===== src/rtl/aib_cfg_avmm_rsp.sv =====
// aib_cfg_avmm_rsp: per-channel AVMM config responder with wait states, six RW words, sticky status and ID word
module aib_cfg_avmm_rsp #(
   parameter int          WAIT_STATES = 1,
   parameter logic [31:0] ID_WORD     = 32'h0000_A1B0
) (
   input  logic         i_cfg_avmm_clk,
   input  logic         i_cfg_avmm_rst_n,
   input  logic [5:0]   i_channel_id,
   input  logic [16:0]  i_cfg_avmm_addr,
   input  logic [3:0]   i_cfg_avmm_byte_en,
   input  logic         i_cfg_avmm_read,
   input  logic         i_cfg_avmm_write,
   input  logic [31:0]  i_cfg_avmm_wdata,
   output logic [31:0]  o_cfg_avmm_rdata,
   output logic         o_cfg_avmm_rdatavld,
   output logic         o_cfg_avmm_waitreq,
   output logic [191:0] o_cfg_regs
);
   typedef enum logic [1:0] {S_IDLE, S_WAIT, S_ACK, S_RDV} state_t;
   state_t state, nxt;
   logic [2:0] cnt, idx, sticky, clr, set;
   logic [7:0] wcnt;
   logic [5:0][31:0] regs;
   logic [31:0] status, rd_word, wmask;
   logic req, sel, mapped, wr_ack, rd_ack, unused_ok;

   assign o_cfg_regs = regs;
   assign unused_ok = ^i_cfg_avmm_addr[1:0];

   always_comb begin
      req = i_cfg_avmm_read | i_cfg_avmm_write;
      sel = req && i_cfg_avmm_addr[16:11] == i_channel_id;
      mapped = i_cfg_avmm_addr[10:5] == 6'd0;
      idx = i_cfg_avmm_addr[4:2];
      wr_ack = state == S_ACK && i_cfg_avmm_write;
      rd_ack = state == S_ACK && i_cfg_avmm_read && !i_cfg_avmm_write;
      status = {10'd0, i_channel_id, wcnt, 5'd0, sticky};
      rd_word = !mapped ? 32'd0 : idx == 3'd7 ? ID_WORD : idx == 3'd6 ? status : regs[idx];
      wmask = {{8{i_cfg_avmm_byte_en[3]}}, {8{i_cfg_avmm_byte_en[2]}},
               {8{i_cfg_avmm_byte_en[1]}}, {8{i_cfg_avmm_byte_en[0]}}};
      clr = wr_ack && mapped && idx == 3'd7 ? i_cfg_avmm_wdata[2:0] : 3'd0;
      set = {wr_ack && i_cfg_avmm_read, state == S_ACK && req && !mapped, state == S_WAIT && !req};
   end

   always_ff @(posedge i_cfg_avmm_clk)
      if (!i_cfg_avmm_rst_n) state <= S_IDLE;
      else state <= nxt;

   always_comb begin
      nxt = state;
      case (state)
         S_IDLE:  nxt = !sel ? S_IDLE : WAIT_STATES > 0 ? S_WAIT : S_ACK;
         S_WAIT:  nxt = !req ? S_IDLE : cnt <= 3'd1 ? S_ACK : S_WAIT;
         S_ACK:   nxt = rd_ack ? S_RDV : S_IDLE;
         default: nxt = S_IDLE;
      endcase
   end

   // outputs are registered from the next state so they line up with the state they describe
   always_ff @(posedge i_cfg_avmm_clk)
      if (!i_cfg_avmm_rst_n) begin
         cnt <= 3'd0;
         o_cfg_avmm_waitreq <= 1'b1;
         o_cfg_avmm_rdatavld <= 1'b0;
         o_cfg_avmm_rdata <= 32'd0;
         regs <= '0;
         sticky <= 3'd0;
         wcnt <= 8'd0;
      end else begin
         o_cfg_avmm_waitreq <= nxt != S_ACK;
         o_cfg_avmm_rdatavld <= nxt == S_RDV;
         cnt <= state == S_IDLE && sel ? 3'(WAIT_STATES) : state == S_WAIT && cnt != 3'd0 ? cnt - 3'd1 : cnt;
         if (rd_ack) o_cfg_avmm_rdata <= rd_word;
         if (wr_ack) wcnt <= wcnt + 8'd1;
         if (wr_ack && mapped && idx < 3'd6) regs[idx] <= (regs[idx] & ~wmask) | (i_cfg_avmm_wdata & wmask);
         sticky <= (sticky & ~clr) | set;
      end
endmodule


===== config.mk =====
export PLATFORM = sky130hd
export DESIGN_NAME = aib_cfg_avmm_rsp
export DESIGN_NICKNAME = d
export VERILOG_FILES = /design/src/rtl/aib_cfg_avmm_rsp.sv
export SDC_FILE = /design/constraint.sdc
export NUM_CORES = 1
export LEC_CHECK = 0
export ABC_AREA = 0
export CAP_MARGIN = 40
export CORE_MARGIN = 8
export CORE_UTILIZATION = 25
export DETAILED_ROUTE_END_ITERATION = 8
export GPL_ROUTABILITY_DRIVEN = 0
export GPL_TIMING_DRIVEN = 0
export PLACE_DENSITY = 0.53
export SLEW_MARGIN = 0
export SYNTH_ARGS = -nofsm -noshare
export SYNTH_HDL_FRONTEND = slang
export SYNTH_SLANG_ARGS = --single-unit

===== constraint.sdc =====
create_clock -name i_cfg_avmm_clk -period 3.55 [get_ports i_cfg_avmm_clk]
set_input_delay 0.355 -clock i_cfg_avmm_clk [delete_from_list [all_inputs] [get_ports i_cfg_avmm_clk]]
set_output_delay 0.355 -clock i_cfg_avmm_clk [all_outputs]
set_load 0.05 [all_outputs]

# Yosys cells after proc, flatten, opt, wreduce, memory -nomap -nowiden
# Cells that the tools add are included.
dict set report totals {
  register_bits 242
  inputBits 63
  word_cells 74
}
dict set report classes {
  magnitude_cmp 4
  n_reduce_logical 22
  muxes 16
  eq_ne 7
  n_bitwise 9
  add_sub_neg 2
}
# cell count
set ops {}
lappend ops {{bitwise mux 192 bit} 1}
lappend ops {{two-way mux 32 bit} 5}
lappend ops {{binary-select mux 32 bit (select 3 bit)} 1}
lappend ops {{demux 32 bit (select 3 bit)} 1}
lappend ops {{AND 32 bit} 2}
lappend ops {{NOT 32 bit} 1}
lappend ops {{bitwise OR 32 bit} 1}
lappend ops {{logical AND 1 bit} 14}
lappend ops {{adder 8 x 1 -> 8 bit (second input constant)} 1}
lappend ops {{== test 3 bit (second input constant)} 2}
lappend ops {{== test 6 bit} 1}
lappend ops {{zero test 6 bit} 1}
lappend ops {{two-way mux 2 bit} 3}
lappend ops {{case mux 2 bit (3 select lines)} 1}
lappend ops {{== test 2 bit (second input constant)} 2}
lappend ops {{< comparator 3 x 4 -> 1 bit (second input constant)} 1}
lappend ops {{AND 3 bit} 1}
lappend ops {{greater-or-equal comparator 3 x 1 -> 1 bit (second input constant)} 1}
lappend ops {{<= comparator 3 x 1 -> 1 bit (second input constant)} 1}
lappend ops {{zero test 1 bit} 3}
lappend ops {{< comparator 3 bit (second input constant)} 1}
lappend ops {{two-way mux 1 bit} 3}
lappend ops {{two-way mux 3 bit} 1}
lappend ops {{NOT 3 bit} 1}
lappend ops {{other kinds (10)} 10}

# Longest topological paths before layout
# Gate-level depths: netlist of run 1.
dict set report depth {
  word_depth 8
  ltp_mapped 8
}

# Least setup slack after synthesis of run 1
# OpenSTA, ideal clock, no wires.
dict set report synth_path {
  kind {input port to flip-flop}
  from {in i_cfg_avmm_addr[4]}
  to {reg regs, in the netlist o_cfg_regs[179]}
  t_arrival_ns 1.710
  n_path_buf 2
  path_slack_ns 1.704
  path_stages 6
  setup_time_ns 0.136
  required_time_ns 3.414
  path_cell_list {buf_2 buf_2 mux2_2 a32o_1 nor3_2 o221ai_1}
}
dict set report synth_between {
  elab_chain_cells 5
}
# item line_no
set synth_rtl {}
lappend synth_rtl {{start: declaration} 9} ;# input logic [16:0] i_cfg_avmm_addr,
lappend synth_rtl {{< comparator 3 x 4 -> 1 bit (not written as such) (tied with other cells)} 75} ;# if (wr_ack && mapped && idx < 3'd6) regs[idx] <= (regs[idx] & ~wmask) | (i_cfg_avmm_wdata & wmask);
lappend synth_rtl {{logical AND 1 bit (not written as such) / two-way mux 32 bit (equally long branches)} 75}
lappend synth_rtl {{two-way mux 32 bit (not written as such) / AND 32 bit (equally long branches)} 75}
lappend synth_rtl {{demux 32 bit (select 3 bit) / bitwise OR 32 bit (equally long branches)} 75}
lappend synth_rtl {{bitwise mux 192 bit} 75}
lappend synth_rtl {{end signal: indexed assignment} 75}
lappend synth_rtl {{end: declaration} 23} ;# logic [5:0][31:0] regs;
# Parallel ways exist; a longest one is shown, timed or not. The select of a mux whose other input is x is not followed.
# A chain may end at the register's enable or synchronous reset.

# Worst setup path in the final report of run 1
dict set report layout_path {
  from {in i_cfg_avmm_addr[3]}
  to {reg regs, in the netlist o_cfg_regs[26]}
}
# The elaborated chain is that of the path after synthesis.

==> results of run 1 <==
-- critical path: cells and delay by family --
family                 cells  cell delay [ns]
AND/OR/NAND/NOR            2             0.90
buffers and inverters      4             1.94
AO/OA/AOI/OAI              1             0.24
-- cells in the mapped netlist (19+ instances only) --
cell	count	area [µm²]
dfxtp_1	242	4840
nand3_1	213	1070
o21ai_0	108	541
clkbuf_1	83	312
nand2_1	67	251
o221ai_1	54	473
o31ai_1	48	360
a32oi_1	30	263
mux2_2	30	338
buf_2	28	140
nor2b_1	24	150
a22oi_1	23	173
nor2_1	20	75.1
a22o_1	19	166
-- worst max path at each step --
stage                                  endpoint               start
2_1_floorplan      o_cfg_regs[179]$_SDFFE_PN0P_  i_cfg_avmm_addr[4]
3_3_place_gp        o_cfg_regs[90]$_SDFFE_PN0P_  i_cfg_avmm_addr[3]
3_5_place_dp        o_cfg_regs[13]$_SDFFE_PN0P_  i_cfg_avmm_addr[3]
4_1_cts             o_cfg_regs[13]$_SDFFE_PN0P_  i_cfg_avmm_addr[3]
5_1_grt        o_cfg_avmm_rdata[1]$_SDFFE_PN0N_  i_cfg_avmm_addr[2]
6_report            o_cfg_regs[26]$_SDFFE_PN0P_  i_cfg_avmm_addr[3]
-- cell families after synthesis --
kind of cell,Yosys count,synth area share (%)
AOI/OAI and AO/OA,385,26.0
xor gates and xnor gates,13,1.04
adders and majority gates,4,0.459
buffers and inverters,133,5.14
DFF,242,44.4
muxes,30,3.10
and+or+nand+nor,410,19.9
-- final cells by class --
type	count	share of cell area [%]
clock inverter	7	0.468
multi-input combinational	842	35.5
sequential	242	31.3
timing repair buffer	287	18.6
inverter	11	0.266
clock buffer	47	5.83
tap	585	4.72
buffer	122	3.35
-- power by group through the flow --
stage	Combinational, µW	Sequential, µW	Clock [µW]
2_1_floorplan	195	2780	0
3_3_place_gp	437	2780	0
3_5_place_dp	440	2780	0
4_1_cts	441	2720	3070
5_1_grt	469	2720	3190
6_report	463	2720	3070
-- stage by stage --
step | area, µm² | utilization (%) | setup slack, ns | hold slack, ns
3_5_place_dp | 14500 | 33.7 | 0.149 | 0.444
3_3_place_gp | 14500 | 33.6 | 0.155 | 0.440
2_1_floorplan | 10900 | - | 1.70 | 0.461
5_1_grt | 15500 | 36.0 | 0.547 | 0.451
6_report | 15500 | 36.0 | 0.579 | 0.412
4_1_cts | 15500 | 36.0 | 0.717 | 0.395
-- routing by layer --
metal / share of wire [%] / routed length (µm) / GRT usage, % / vias to the layer above
met3: 13 / 8440 / 8.42 / 165
met5: 0.021 / 13 / 0 / -
li1: - / - / - / 5348
met4: 4.3 / 2710 / 9.24 / 2
met2: 42 / 26800 / 35.5 / 917
met1: 40 / 25300 / 30.5 / 6078
-- state kept, by name, indices dropped and copies added, names as in the netlist --
signal / cells
o_cfg_avmm_rdata: 32
wcnt: 8
state: 2
cnt: 3
o_cfg_regs: 192
sticky: 3
o_cfg_avmm_rdatavld: 1
o_cfg_avmm_waitreq: 1
==> out/results.ini, run 1 <==
[die]
fp.dieW_um = 225
start_util_pct = 25.3
die-area_um2 = 50600
ios = 289
die_y_um = 225
core-area_um2 = 43100
rows = 76

[setup_path]
cpPeakStageDelay_ns = 0.73
slowest_stage = clkbuf_1
rr_worst_depth = 8
r2r_start = state[0]$_SDFF_PN0_
critPathKind = in -> reg
crit_chain = clkdlybuf4s50_1 > buf_4 > nor2_1 > clkbuf_1 > nand2_1 > buf_2 > o31ai_1
cp_data_arrival_time_ns = 3.44
worst-path-max-fanout = 10
ff2ff_setup_slack_ns = 0.97
r2r-end = o_cfg_regs[150]$_SDFFE_PN0P_
critPathLaunchType = primary input
worst_setup_path_end_kind = flip-flop
worstPathRequired_ns = 4.02

[clock_tree]
cts_resized = 0
cts_setup_buffers = 0
cts_root_buffer = clkbuf_16
holdBufCountCts = 0
clock_sinks = 242
numCtsBuffers = 29
clk_path_buf_depth = 3
cts.clk_slew.worst_paths_ns = 0.06
cts-htree-levels = 1
cts_tree = done
clock_latency_ns = 0.58

[power]
finalPower_uw = 6250
internal_power_uw = 4640
combPwrFrac_pct = 7.4
power_density_nw_per_um2 = 403
seq_power_share_pct = 43.4
swShare_pct = 25.7
p_leak_uw = 0.00508
irDropWorstVdd_mv = 0.369
switching_power_uw = 1610
power_frac_clock_pct = 49.1

[timing]
tightest_slew_ns = 0.981
post-route-period-util_pct = 83.7
fmax_mhz = 337
hold_viol = 0
drv_slew = 0
rsz0062_at_grt = false
relSlewSlack_pct = 34.6
setup_tns_ns = 0
skew_ns = 0.0230
finalSetupViolCount = 0
layout_min_cycle_time_ns = 2.97

[yosys]
ys.flop_type = dfxtp_1
syn_nets = 1284
yosys_warnings = 0
yosysSeqAreaShare_pct = 44.4
syn_area_um2 = 10900
async_flop_share_pct = 0
ys_ff_latch = 242
ys_types = 69
netlist_instances = 1217
syn-mean-instance-area_um2 = 8.97
synth_edf_count = 0

[final_layout]
nets = 1602
fillCellCount = 4391
diodes = 0
drive_above_1_share_pct = 8.34
final_common_cell = clkdlybuf4s50_1
syn_to_final_growth_pct = 42.0
regArea_um2 = 4840
multi_input_area_um2 = 5510
layout_common_cells = 283 x clkdlybuf4s50_1, 242 x dfxtp_1, 213 x nand3_1
fin_cells = 2143

[drt]
vias = 12500
firstDrtPassIters = 6
drt_iter0_markers = 1647
wire_per_inst_um = 29.5
drc = 0
ant_nets = 0
via_per_inst = 5.84
finalWirelength_um = 63300

[min_path]
holdPathStages = 4
hold_class = in -> reg
hold_start = i_cfg_avmm_rst_n
worst_hold_path.endpoint = o_cfg_avmm_rdata[8]$_SDFFE_PN0N_

[placement]
dpl.cell_count = 2088
port_buffers = 283
dp_hpwl_um = 47000

[global_routing]
grt_overflow = 0
grtUsageTotal_pct = 23.6
grt_pass1_wl_um = 87600
antenna_found_initial = 2
grt_max_degree = 15
grt_pass1_vias = 11900

[job]
drv_cap = 0

[status]
status = completed

No activity file was read; power rests on OpenSTA's default activity.
==> run 2, diff against run 1 <==
Clock period 3.55 ns to 2.78 ns, I/O delays scaled along.
==> out/results.ini, run 2 (synthesis gave the netlist of run 1 again) <==
[status]
status = completed

[clock_tree]
clock_sinks = 242
cts_root_buffer = clkbuf_16
cts_tree = done
cts.clk_slew.worst_paths_ns = 0.06
numCtsBuffers = 29
clk_path_buf_depth = 3
cts-htree-levels = 1
clock_latency_ns = 0.58

[die]
fp.dieW_um = 225
ios = 289
core-area_um2 = 43100
rows = 76
die_y_um = 225
start_util_pct = 25.3
die-area_um2 = 50600

[drt]
wire_per_inst_um = 29.5
vias = 12500
drt_iter0_markers = 1738
via_per_inst = 5.84
drc = 0
finalWirelength_um = 63300
firstDrtPassIters = 7
ant_nets = 0

[final_layout]
final_common_cell = clkdlybuf4s50_1
nets = 1602
fillCellCount = 4390
final_cell_area_um2 = 15500
drive_above_1_share_pct = 8.66
layout_common_cells = 283 x clkdlybuf4s50_1, 242 x dfxtp_1, 213 x nand3_1
largest_reg_flops = 192
syn_to_final_growth_pct = 42.2
diodes = 0

[timing]
drv_slew = 0
finalSetupViolCount = 0
relSlewSlack_pct = 36.5
skew_ns = 0.0264
layout_min_cycle_time_ns = 2.75
tightest_slew_ns = 0.953
finalWorstSetupSlack_ns = 0.0280
rsz0062_at_grt = false
setup_tns_ns = 0
post-route-period-util_pct = 99.0
hold_viol = 0
fmax_mhz = 363
holdWs_ns = 0.339

[global_routing]
grt_overflow = 0
grt_max_degree = 15
grt_pass1_wl_um = 87600
grtUsageTotal_pct = 23.6
antenna_found_initial = 2
grt_pass1_vias = 11900

[placement]
dp_slack_ns = -0.544
dp_hpwl_um = 47000
place_area_um2 = 14500
port_buffers = 283

[min_path]
hold_class = in -> reg

[power]
finalPower_uw = 7990
power_density_nw_per_um2 = 515
irDropWorstVdd_mv = 0.470
p_leak_uw = 0.00509

[setup_path]
endpoint = o_cfg_regs[8]$_SDFFE_PN0P_
r2r_start = state[0]$_SDFF_PN0_
worst-path-max-fanout = 10
critPathLaunchType = primary input
r2r-end = o_cfg_regs[150]$_SDFFE_PN0P_
critPathKind = in -> reg
critPathLaunch = i_cfg_avmm_addr[3]
rr_worst_depth = 8
worstPathRequired_ns = 3.20
ff2ff_setup_slack_ns = 0.21
worst_setup_path_end_kind = flip-flop
cp_data_arrival_time_ns = 3.17

[job]
drv_cap = 0

-- run 2: cell types whose count changed in the layout (fill, tap and decap cells not counted) --
cell,change
clkbuf_2,+4
clkbuf_1,-4
nor4_2,-1
nor4_4,+1
clkinvlp_4,+1
nor3b_4,+1
nor3b_2,-1
clkinv_1,-1
-- run 2: critical path, cell delays in order --
cell and delay, ns:
clkdlybuf4s50_1 0.65, buf_2 0.39, clkbuf_1 0.54, nor3_1 0.16, nand4_1 0.28, clkbuf_1 0.63, o221ai_1 0.22
-- run 2: layer usage --
layer / wire length, µm / global-route usage (%)
met1: 25500 / 30.5
met2: 26900 / 35.5
met3: 8190 / 8.42
met4: 2590 / 9.24
met5: 13 / 0
-- run 2: through the flow --
stage	util (%)	std cells
after global placement	33.6	2085
after CTS	36.0	2142
after global routing	36.0	2143
after detailed placement	33.7	2088
final	36.0	2143
after floorplan	-	1217
-- run 2: timing repair --
item                       4_1_cts  5_1_grt
hold buffers                     0        0
resized for setup                0       13
setup endpoints to repair        0       50
buffers inserted                 0        0
-- run 2: worst min path at each step --
stage / slack, ns / cells past startpoint / endpoint / start
floorplan: 0.39 / 1 / sticky[2]$_SDFF_PN0_ / i_cfg_avmm_wdata[2]
global placement: 0.44 / 2 / o_cfg_avmm_rdata[2]$_SDFFE_PN0N_ / o_cfg_avmm_rdata[2]$_SDFFE_PN0N_
global route: 0.37 / 4 / o_cfg_avmm_rdata[8]$_SDFFE_PN0N_ / i_cfg_avmm_rst_n
finish: 0.34 / 4 / o_cfg_avmm_rdata[8]$_SDFFE_PN0N_ / i_cfg_avmm_rst_n
detailed placement: 0.44 / 2 / o_cfg_avmm_rdata[5]$_SDFFE_PN0N_ / o_cfg_avmm_rdata[5]$_SDFFE_PN0N_
CTS: 0.32 / 4 / o_cfg_avmm_rdata[13]$_SDFFE_PN0N_ / i_cfg_avmm_rst_n
-- run 2: power breakdown --
part / internal, µW / switching, µW
logic: 160 / 433
clock network: 2300 / 1620
registers: 3470 / 0.663
total: 5930 / 2060
-- run 2: layout make-up --
type | count | area, µm² | area share (%)
Multi-Input combinational cell | 842 | 5520 | 35.6
Tap cell | 585 | 732 | 4.72
Clock inverter | 7 | 72.6 | 0.468
Timing Repair Buffer | 287 | 2880 | 18.5
Sequential cell | 242 | 4840 | 31.2
Buffer | 122 | 524 | 3.38
Clock buffer | 47 | 903 | 5.82
Inverter | 11 | 45.0 | 0.290
==> variant: new RTL, config.mk and constraints of run 2 <==
Add an input register stage for `i_cfg_avmm_addr`, `i_cfg_avmm_byte_en`, `i_cfg_avmm_read`, `i_cfg_avmm_write` and `i_cfg_avmm_wdata`, without a reset; this delays them by one clock. The other inputs are not delayed to match.
--- a/src/rtl/aib_cfg_avmm_rsp.sv
+++ b/src/rtl/aib_cfg_avmm_rsp.sv
@@ -17,6 +17,21 @@
    output logic [191:0] o_cfg_regs
 );
    typedef enum logic [1:0] {S_IDLE, S_WAIT, S_ACK, S_RDV} state_t;
+
+   logic [16:0] i_cfg_avmm_addr_q;
+   logic [3:0] i_cfg_avmm_byte_en_q;
+   logic i_cfg_avmm_read_q;
+   logic i_cfg_avmm_write_q;
+   logic [31:0] i_cfg_avmm_wdata_q;
+
+   always_ff @(posedge i_cfg_avmm_clk) begin
+      i_cfg_avmm_addr_q    <= i_cfg_avmm_addr;
+      i_cfg_avmm_byte_en_q <= i_cfg_avmm_byte_en;
+      i_cfg_avmm_read_q    <= i_cfg_avmm_read;
+      i_cfg_avmm_write_q   <= i_cfg_avmm_write;
+      i_cfg_avmm_wdata_q   <= i_cfg_avmm_wdata;
+   end
+
    state_t state, nxt;
    logic [2:0] cnt, idx, sticky, clr, set;
    logic [7:0] wcnt;
@@ -25,21 +40,21 @@
    logic req, sel, mapped, wr_ack, rd_ack, unused_ok;
 
    assign o_cfg_regs = regs;
-   assign unused_ok = ^i_cfg_avmm_addr[1:0];
+   assign unused_ok = ^i_cfg_avmm_addr_q[1:0];
 
    always_comb begin
-      req = i_cfg_avmm_read | i_cfg_avmm_write;
-      sel = req && i_cfg_avmm_addr[16:11] == i_channel_id;
-      mapped = i_cfg_avmm_addr[10:5] == 6'd0;
-      idx = i_cfg_avmm_addr[4:2];
-      wr_ack = state == S_ACK && i_cfg_avmm_write;
-      rd_ack = state == S_ACK && i_cfg_avmm_read && !i_cfg_avmm_write;
+      req = i_cfg_avmm_read_q | i_cfg_avmm_write_q;
+      sel = req && i_cfg_avmm_addr_q[16:11] == i_channel_id;
+      mapped = i_cfg_avmm_addr_q[10:5] == 6'd0;
+      idx = i_cfg_avmm_addr_q[4:2];
+      wr_ack = state == S_ACK && i_cfg_avmm_write_q;
+      rd_ack = state == S_ACK && i_cfg_avmm_read_q && !i_cfg_avmm_write_q;
       status = {10'd0, i_channel_id, wcnt, 5'd0, sticky};
       rd_word = !mapped ? 32'd0 : idx == 3'd7 ? ID_WORD : idx == 3'd6 ? status : regs[idx];
-      wmask = {{8{i_cfg_avmm_byte_en[3]}}, {8{i_cfg_avmm_byte_en[2]}},
-               {8{i_cfg_avmm_byte_en[1]}}, {8{i_cfg_avmm_byte_en[0]}}};
-      clr = wr_ack && mapped && idx == 3'd7 ? i_cfg_avmm_wdata[2:0] : 3'd0;
-      set = {wr_ack && i_cfg_avmm_read, state == S_ACK && req && !mapped, state == S_WAIT && !req};
+      wmask = {{8{i_cfg_avmm_byte_en_q[3]}}, {8{i_cfg_avmm_byte_en_q[2]}},
+               {8{i_cfg_avmm_byte_en_q[1]}}, {8{i_cfg_avmm_byte_en_q[0]}}};
+      clr = wr_ack && mapped && idx == 3'd7 ? i_cfg_avmm_wdata_q[2:0] : 3'd0;
+      set = {wr_ack && i_cfg_avmm_read_q, state == S_ACK && req && !mapped, state == S_WAIT && !req};
    end
 
    always_ff @(posedge i_cfg_avmm_clk)
@@ -72,7 +87,7 @@
          cnt <= state == S_IDLE && sel ? 3'(WAIT_STATES) : state == S_WAIT && cnt != 3'd0 ? cnt - 3'd1 : cnt;
          if (rd_ack) o_cfg_avmm_rdata <= rd_word;
          if (wr_ack) wcnt <= wcnt + 8'd1;
-         if (wr_ack && mapped && idx < 3'd6) regs[idx] <= (regs[idx] & ~wmask) | (i_cfg_avmm_wdata & wmask);
+         if (wr_ack && mapped && idx < 3'd6) regs[idx] <= (regs[idx] & ~wmask) | (i_cfg_avmm_wdata_q & wmask);
          sticky <= (sticky & ~clr) | set;
       end
 endmodule
Formal check against the unedited RTL: not equivalent (a bounded check fails within 4 cycles, from zero or initial values and one cycle with i_cfg_avmm_rst_n low).
==> variant against run 2 <==
- critical path depth is 1 higher
- non-clock buffer count is 4 higher
- worst setup slack worse by 0.0047 ns
- sequential cell count is 53 higher
- combinational power is 0.7% higher
- total power is 18% higher
- routed wire length is 2.0% higher
- final area is 9.3% higher
- utilization is 0.36 points lower
- area after synthesis is 10% higher
- largest power group unchanged
- highest routed layer is now met4
==> variant: results (changes against run 2) <==
----------------------------------------------------
[Placement]
  Detailed placement HPWL ... 48500 um (was 47000 um)
  DP Cell Count ... 2179 (was 2088)

[Yosys]
  Proportion of synthesized chip area in sequential cells ... 0.492 (was 0.444)
  Adder and majority cell fraction of the synthesized area ... 0.00417 (was 0.00459)
  Number of library cell types mapped by synthesis ... 67 (was 69)
  Top cells by area, synth ... dfxtp_1 49%, nand3_1 7.4%, o21ai_0 4.6% (was dfxtp_1 44%, nand3_1 9.8%, o21ai_0 5.0%)

[Finish]
  Relative area of clock buffers and inverters in the final design ... 0.0658 (was 0.0629)
  Multi-input combinational cell count ... 851 (was 842)
  Final non-filler cell total ... 2245 (was 2143)
  Count of non-CTS buffers in the layout ... 413 (was 409)
  Total of fill cells in the finished design ... 4886 (was 4390)

[Min path]
  Hold EP ... i_cfg_avmm_wdata_q[29]$_DFF_P_ (was o_cfg_avmm_rdata[8]$_SDFFE_PN0N_)
  Number of cells on the worst hold path ... 1 (was 4)

[Timing]
  Worst relative slew slack ... 0.353 (was 0.365)

[Detailed routing]
  Router iterations before antenna repair ... 6 (was 7)
  Initial DRC Count ... 1668 (was 1738)

[Critical path]
  Setup slack on the worst flop-to-flop path ... 0.02 ns (was 0.21 ns)
  Critical Path End ... o_cfg_avmm_rdata[16]$_SDFFE_PN0N_ (was o_cfg_regs[8]$_SDFFE_PN0P_)
  Worst flop-to-flop path startpoint ... i_cfg_avmm_addr_q[3]$_DFF_P_ (was state[0]$_SDFF_PN0_)

[Clock network]
  Count of clock tree sinks ... 295 (was 242)
  Resize count post-CTS ... 9 (was 0)

[Global route]
  Overall track demand over capacity in global routing ... 0.221 (was 0.236)

[Pwr]
  Leakage dissipation ... 0.00569 uW (was 0.00509 uW)
  Sw Pwr ... 2310 uW (was 2060 uW)

[Status]
  Status ... finished, final reports clean (unchanged)

----------------------------------------------------
-- variant: cell types whose count changed after synthesis, moves of 8 or more --
cell,delta
and2_1,+8
clkbuf_1,-8
a32oi_1,-9
a22oi_1,-12
a221o_1,+12
o221ai_1,-12
a21oi_1,+29
o31ai_1,-10
nand3_1,-36
a211oi_1,+32
dfxtp_1,+53
-- variant: metal layers --
layer  vias to the layer above  GRT usage  share of wire
met5                         -          0              0
met4                         0      0.108          0.051
met3                       183     0.0593           0.11
met2                       857      0.352           0.45
met1                      6279      0.275           0.39
li1                       5536          -              -
-- variant: per-stage QoR --
step / instance area, um^2 / total power [uW] / setup TNS, ns / util / setup slack (ns)
floorplan: 12000 / 4640 / 0 / - / 0.855
global placement: 15600 / 4950 / -13.38 / 0.329 / -0.299
detailed placement: 15700 / 4960 / -4.38 / 0.330 / -0.297
CTS: 16800 / 9490 / 0 / 0.354 / 0.0170
global route: 17000 / 9710 / 0 / 0.357 / 0.00118
finish: 17000 / 9460 / 0 / 0.357 / 0.0232
